**config.mk**
```make
export PLATFORM = sky130hd
export DESIGN_NAME = net_sequencer
export DESIGN_NICKNAME = d
export VERILOG_FILES = /design/src/rtl/net_sequencer.sv
export SDC_FILE = /design/constraint.sdc
export NUM_CORES = 1
export LEC_CHECK = 0
export CORE_ASPECT_RATIO = 0.9
export CORE_MARGIN = 3
export CORE_UTILIZATION = 35
export CTS_CLUSTER_DIAMETER = 150
export DETAILED_ROUTE_END_ITERATION = 7
export PLACE_DENSITY_LB_ADDON = 0.15
export SYNTH_ARGS = -nofsm -noshare
export SYNTH_HDL_FRONTEND = slang
export SYNTH_SLANG_ARGS = --single-unit
```
**constraint.sdc**
```tcl
create_clock -name clk -period 5.83 [get_ports clk]
set_input_delay 0.583 -clock clk [delete_from_list [all_inputs] [get_ports clk]]
set_output_delay 0.583 -clock clk [all_outputs]
set_load 0.03 [all_outputs]
```
**src/rtl/net_sequencer.sv**
```systemverilog
// Microcode sequencer: plays a loaded program of control words onto the PU network,
// one word per cycle, and refuses to drive any word that would enable two bus drivers.
module net_sequencer #(
  parameter int              WS      = 16,
  parameter int              DEPTH   = 16,
  parameter int              WPC     = 4,
  parameter logic [WS-1:0]   OE_MASK = 16'h8080
) (
  input  logic           clk,
  input  logic           rst,
  input  logic           prog_we,
  input  logic [WPC-1:0] prog_addr,
  input  logic [WS:0]    prog_data,
  input  logic           start,
  input  logic           stop,
  input  logic           loop,
  input  logic           clear,
  output logic [WS-1:0]  signals,
  output logic [WPC-1:0] pc,
  output logic           busy,
  output logic           pass_done,
  output logic           err
);

  typedef enum logic [1:0] {IDLE, RUN, ERR} state_t;

  state_t         state_q, state_d;
  logic [WPC-1:0] pc_q, pc_d;
  logic [WS-1:0]  signals_q, signals_d;
  logic           pass_done_q, pass_done_d;

  logic [WS:0]    mem [DEPTH];
  logic [WPC-1:0] fetch_addr;
  logic [WS:0]    fetch_word;
  logic           end_of_pass;
  logic           conflict;

  function automatic int unsigned popcount(input logic [WS-1:0] v);
    int unsigned n;
    n = 0;
    for (int i = 0; i < WS; i++) n = n + 32'(v[i]);
    return n;
  endfunction

  // NOTE: program storage has no reset; it is plain RAM and software reloads it.
  always_ff @(posedge clk) begin
    if (prog_we && state_q != RUN) mem[prog_addr] <= prog_data;
  end

  // The word on signals ends the pass if it carries the last flag or sits at the top.
  assign end_of_pass = mem[pc_q][WS] || (pc_q == WPC'(DEPTH - 1));

  always_comb begin
    fetch_addr = '0;
    if (state_q == RUN && !end_of_pass) fetch_addr = pc_q + WPC'(1);
  end

  assign fetch_word = mem[fetch_addr];
  assign conflict   = popcount(fetch_word[WS-1:0] & OE_MASK) > 1;

  always_comb begin
    state_d     = state_q;
    pc_d        = pc_q;
    signals_d   = signals_q;
    pass_done_d = 1'b0;
    case (state_q)
      IDLE: begin
        signals_d = '0;
        if (start && !stop) begin
          pc_d = '0;
          if (conflict) begin
            state_d = ERR;
          end else begin
            state_d   = RUN;
            signals_d = fetch_word[WS-1:0];
          end
        end
      end
      RUN: begin
        if (stop) begin
          state_d   = IDLE;
          pc_d      = '0;
          signals_d = '0;
        end else if (end_of_pass && !loop) begin
          state_d     = IDLE;
          pc_d        = '0;
          signals_d   = '0;
          pass_done_d = 1'b1;
        end else begin
          pc_d = fetch_addr;
          if (conflict) begin
            // Faulting address stays on pc; pass_done is suppressed so it never overlaps err.
            state_d   = ERR;
            signals_d = '0;
          end else begin
            signals_d   = fetch_word[WS-1:0];
            pass_done_d = end_of_pass;
          end
        end
      end
      ERR: begin
        signals_d = '0;
        if (clear) begin
          state_d = IDLE;
          pc_d    = '0;
        end
      end
      default: begin
        state_d   = IDLE;
        pc_d      = '0;
        signals_d = '0;
      end
    endcase
  end

  // NOTE: state registers use non-blocking assignments so every flop samples pre-edge values.
  always_ff @(posedge clk or negedge rst) begin
    if (!rst) begin
      state_q     <= IDLE;
      pc_q        <= '0;
      signals_q   <= '0;
      pass_done_q <= 1'b0;
    end else begin
      state_q     <= state_d;
      pc_q        <= pc_d;
      signals_q   <= signals_d;
      pass_done_q <= pass_done_d;
    end
  end

  assign signals   = signals_q;
  assign pc        = pc_q;
  assign pass_done = pass_done_q;
  assign busy      = (state_q == RUN);
  assign err       = (state_q == ERR);

endmodule
```
# == After elaboration in Yosys (flattened, before gate mapping) ==
# Memory sizes are Yosys's and may differ from the RTL's.
# Index checks and enable logic that the tools add are counted.
# word_totals
ramBits,272
memories,1
in_bits,28
register_bits,23
# memory_table
name,depth,word_bits,rd,rd_clocked_by_memory_dff,wr,line,text
mem,16,17,2,0,1,32,logic [WS:0] mem [DEPTH];
# op_classes
mux,24
n_eq_ne,7
n_reduce_logical,11
addsub,2
n_lt_le_gt_ge,1
# op_table
operator,count
16-bit two-way mux,4
16-bit case mux with 2 select lines,1
4-bit two-way mux,5
2-bit two-way mux,6
4-bit case mux with 3 select lines,1
1-bit two-way mux,6
2-bit case mux with 3 select lines,1
4-bit by 1-bit adder with 4-bit output (second input constant),1
4-bit == test (second input constant),1
1-bit logical AND,4
2-bit inequality test (second input constant),2
4-bit by 2-bit inequality test with 1-bit output (second input constant),1
1-bit logical NOT,3
3-bit AND reduction,1
1-bit by 1-bit adder with 2-bit output,1
2-bit by 1-bit == test with 1-bit output (second input constant),1
2-bit == test (second input constant),1
2-bit by 1-bit > comparator with 1-bit output (second input constant),1
2-bit logical NOT,1
2-bit by 1-bit inequality test with 1-bit output (second input constant),1
2-bit AND reduction,1
1-bit logical OR,1

# == Longest topological paths before layout ==
# An unclocked memory read counts as a cell.
# depth
word_depth,12
mapped_depth,12
ltp_nobuf,9

# == Worst setup path before layout ==
# No wires, ideal clock.
# synth_path
kind,register to register
from,reg state_q[0]
to,"mem mem[0][0] (netlist bit), enable pin"
required_ns,5.417
arrival_time_ns,2.888
slack_ns,2.529
stages_incl_launch_ff,6
path_cell_list,dfrtp_1 > nand2b_1 > clkbuf_1 > inv_1 > or4b_2 > nor3_1
# synth_via
elab_chain_cells,4
# synth_lines
item,line,text
from (decl),27,"state_t state_q, state_d;"
from (signal assigned),124,state_q <= state_d;
2-bit by 1-bit inequality test with 1-bit output,47,if (prog_we && state_q != RUN) mem[prog_addr] <= prog_data;
1-bit logical AND,47,
1-bit two-way mux,47,
1-bit two-way mux (not written as such),47,
to (decl),32,
# Every way passes these cells.

# == Worst setup path in the final report ==
# layout_path
from,reg pc_q[0] (netlist: pc[0])
to,reg signals_q[11] (netlist: signals[11])
# layout_via
elab_chain_cells,12
# layout_lines
item,line,text
from (decl),28,"logic [WPC-1:0] pc_q, pc_d;"
from (signal assigned),125,pc_q <= pc_d;
memory 16 x 17 bit / 4-bit == test (equally long branches),--,
1-bit logical OR,51,assign end_of_pass = mem[pc_q][WS] || (pc_q == WPC'(DEPTH - 1));
1-bit logical NOT,55,if (state_q == RUN && !end_of_pass) fetch_addr = pc_q + WPC'(1);
1-bit logical AND,55,
4-bit two-way mux,55,
memory 16 x 17 bit,--,
1-bit by 1-bit adder with 2-bit output,41,for (int i = 0; i < WS; i++) n = n + 32'(v[i]);
2-bit by 1-bit > comparator with 1-bit output,59,assign conflict = popcount(fetch_word[WS-1:0] & OE_MASK) > 1;
16-bit two-way mux,"71, 91",
16-bit two-way mux,84,end else if (end_of_pass && !loop) begin
16-bit two-way mux,80,if (stop) begin
16-bit case mux with 2 select lines *,66,case (state_q)
net signals_d[11],29,"logic [WS-1:0] signals_q, signals_d;"
to (signal assigned),126,signals_q <= signals_d;
to (decl),29,
# Mark *: on every way through the listed nets, which the timed path passes. The rest lies on a longest branch.
# A chain may end at the register's enable or synchronous reset.

==> results.md <==
- Pleak: 0.004317 uW
- Setup_tns: 0 ns
- Routed WL: 28.85 mm
- Reg2Reg Setup Slack: 1.53 ns
- Most frequent cells in the layout: 272 x edfxtp_1, 78 x nand2_1, 50 x clkdlybuf4s50_1
- Power density cells: 324.9 nW/um^2
- Layout cell share with drive strength beyond 1: 0.1943
- PnR Total Power: 4440 uW
- Crit path launch type: register
- Vias per std cell: 5.419
- Final Util: 0.4224
- GRT Total Usage: 0.1648
- Post-synth ARST share: 0.07797
- Die Span X: 198.1 microns
- Worst skew pair latency: 0.55 ns
- Synth area leaders: edfxtp_1 70%, mux4_2 6.6%, dfrtp_1 5.0%
- Crit path cell chain: mux2i_1, mux4_2, nor3b_4, nor2_1, nor2_4, buf_4, a211oi_1, a311o_1, a311oi_1
- # hold bufs at CTS: 0
- Die height: 178.9 microns
- CTS tree: yes
- Global-route wire length before repair: 42.82 mm
- Max-cap violations: 0
- Tcrit/Tclk final: 0.7376
- DRC violations left: 0
- Critical Path Sink Type: register
- Yosys top cell by area: edfxtp_1
- Worst-path clk slew: 0.06 ns
- Port bufs: 50
- Cell Area, Synth: 11620 sq um
- Most common cell after layout, fill and taps aside: edfxtp_1
- RSZ-0062 raised after global routing: no
- Fin nets: 736
- Antenna Cells: 0
- Post-synth top area share: 0.7026
- Final setup fails: 0
- Hold Vio Cnt, Final: 0
- Pin count of the biggest net entering global routing: 60
- Starting density of the core: 0.3594
- Post-place setup slack: 1.472 ns
- Placer Congestion: 0.7425
- Via Count: 6216
- Slowest cell on crit path: dfrtp_1
- H-Tree Level Count: 1
- Hold crit path type: in -> async
- Worst EP arrival: 4.74 ns
- EDFF count, synth: 272
- Root Driver: clkbuf_16
- Final ANT Viol Nets: 0
- Core region area: 32350 sq um
- Drt pass-1 iters: 5
- Vias in the first global route: 6496
- Max incr delay on CP: 0.96 ns
- Syn Nets: 673
- Sequential cell area fraction in the yosys report: 0.7521
- Post-CTS setup buffer count: 0
- Final critical-path required period: 4.300 ns
- Worst Tran Pin Value: 1.257 ns
- Worst Path Max Fanout: 32
- Fill count: 2824
- Synth Warn #: 0
- Row Count: 62
- Critical path class: reg -> reg
- Syn_area_per_cell: 18.05 sq um
- Yosys reg bits: 295
- # clock sinks: 295
- Fin Clk Skew: 0.01128 ns
- Fmax: 0.2326 GHz
- Hold_ws: 0.4207 ns
- Synthesized instance count: 644
- Slew HR: 0.1610
- Final setup margin: 1.530 ns
- Unique masters post-synth: 57
- Antenna violations before repair: 0
- Drt first-iter violations: 496
- Hpwl dp: 16.64 mm
- Ports: 51
- Status: complete, no violations
- Gr ovfl total: 0
- Wire length per cell: 25.16 microns
- Req. time, crit path: 6.27 ns
- Crit path max-delay family: simple AND/OR/NAND/NOR gates
- Maximum VDD drop: 164.2 uV
- CTS max path bufs: 3
- Prevailing post-synth register cell: edfxtp_1
- # resized after CTS: 0
- Die area: 35440 sq um
- Area Overhead vs Synth: 17.53%
- CTS buffer count: 31
- Slew Limit Fails: 0
- Buf/Inv on CP: 1
-- flip-flops by register name, summed over array words and instances (netlist names) --
name	cells
signals	16
pass_done	1
mem	272
state_q	2
pc	4
-- final timing paths --
check	end	start	depth (start not counted)
setup / recovery	signals[11]$_DFF_PN0_	pc[0]$_DFFE_PN0P_	9
hold / removal	state_q[1]$_DFFE_PN0P_	rst	2
setup reg to reg	signals[11]$_DFF_PN0_	pc[0]$_DFFE_PN0P_	9
hold reg to reg	pc[3]$_DFFE_PN0P_	pc[3]$_DFFE_PN0P_	2
max in group asynchronous	signals[11]$_DFF_PN0_	rst	2
min in group clk	pass_done$_DFF_PN0_	loop	2
-- per-stage QoR --
step | area, sq um | instances
after global routing | 13660 | 1147
after CTS | 13650 | 1146
after floorplan | 11620 | 644
after global placement | 12650 | 1089
final | 13660 | 1147
after detailed placement | 12650 | 1089
-- layer usage --
metal,share of wire,global-route usage
met1,0.45,0.2281
met2,0.48,0.2747
met3,0.039,0.02574
met4,0.025,0.04186
met5,0,0
-- synth_stat cells (2+ instances only) --
library cell and count:
o21ai_0 2, nand3_1 2, edfxtp_1 272, a22oi_1 3
and2_1 9, buf_6 5, a22o_1 4, and2_0 5
a221oi_1 15, dfrtp_1 23, a311oi_1 19, nand4b_1 2
nor3_1 5, a31oi_1 2, o22ai_1 3, a311o_1 14
mux2i_1 10, a211oi_1 28, a311oi_2 9, mux2_2 2
inv_1 5, nand2_1 78, clkbuf_1 13, nor2_1 21
buf_2 16, a21oi_1 2, nand2b_1 4, nor2b_1 4
mux4_2 34, o21ai_1 2, buf_4 5
-- logic make-up (layout without fill, tap and decap cells) --
kind of cell / after synthesis / in the layout / share of synthesized area
flops: 295 / 295 / 0.7521
simple gates: 138 / 138 / 0.05522
compound gates: 115 / 115 / 0.08933
mux: 47 / 47 / 0.07836
buf+inv: 46 / 133 / 0.02239
xor+xnor: 2 / 2 / 0.001507
fa+ha+maj: 1 / 1 / 0.001076
-- cell type report --
class	count	area, sq um	area share
Clock buffer	48	899.6	0.06584
Clock inverter	9	98.84	0.007234
Inverter	6	22.52	0.001648
Multi-Input combinational cell	303	2720	0.1991
Sequential cell	295	8743	0.6399
Tap cell	416	520.5	0.03810
Timing Repair Buffer	70	658.1	0.04817
-- worst register-to-register path, stage by stage, from the launching register on --
cell and delay (ns):
dfrtp_1 0.96, mux2i_1 0.33, mux4_2 0.30, nor3b_4 0.46, nor2_1 0.21, nor2_4 0.74
buf_4 0.43, a211oi_1 0.13, a311o_1 0.36, a311oi_1 0.27
-- report_power, final --
group / internal (uW) / switching [uW]
Combinational: 54.7 / 111
Sequential: 2340 / 10.2
Clock: 1140 / 780
Power figures use the tool's default switching activity.
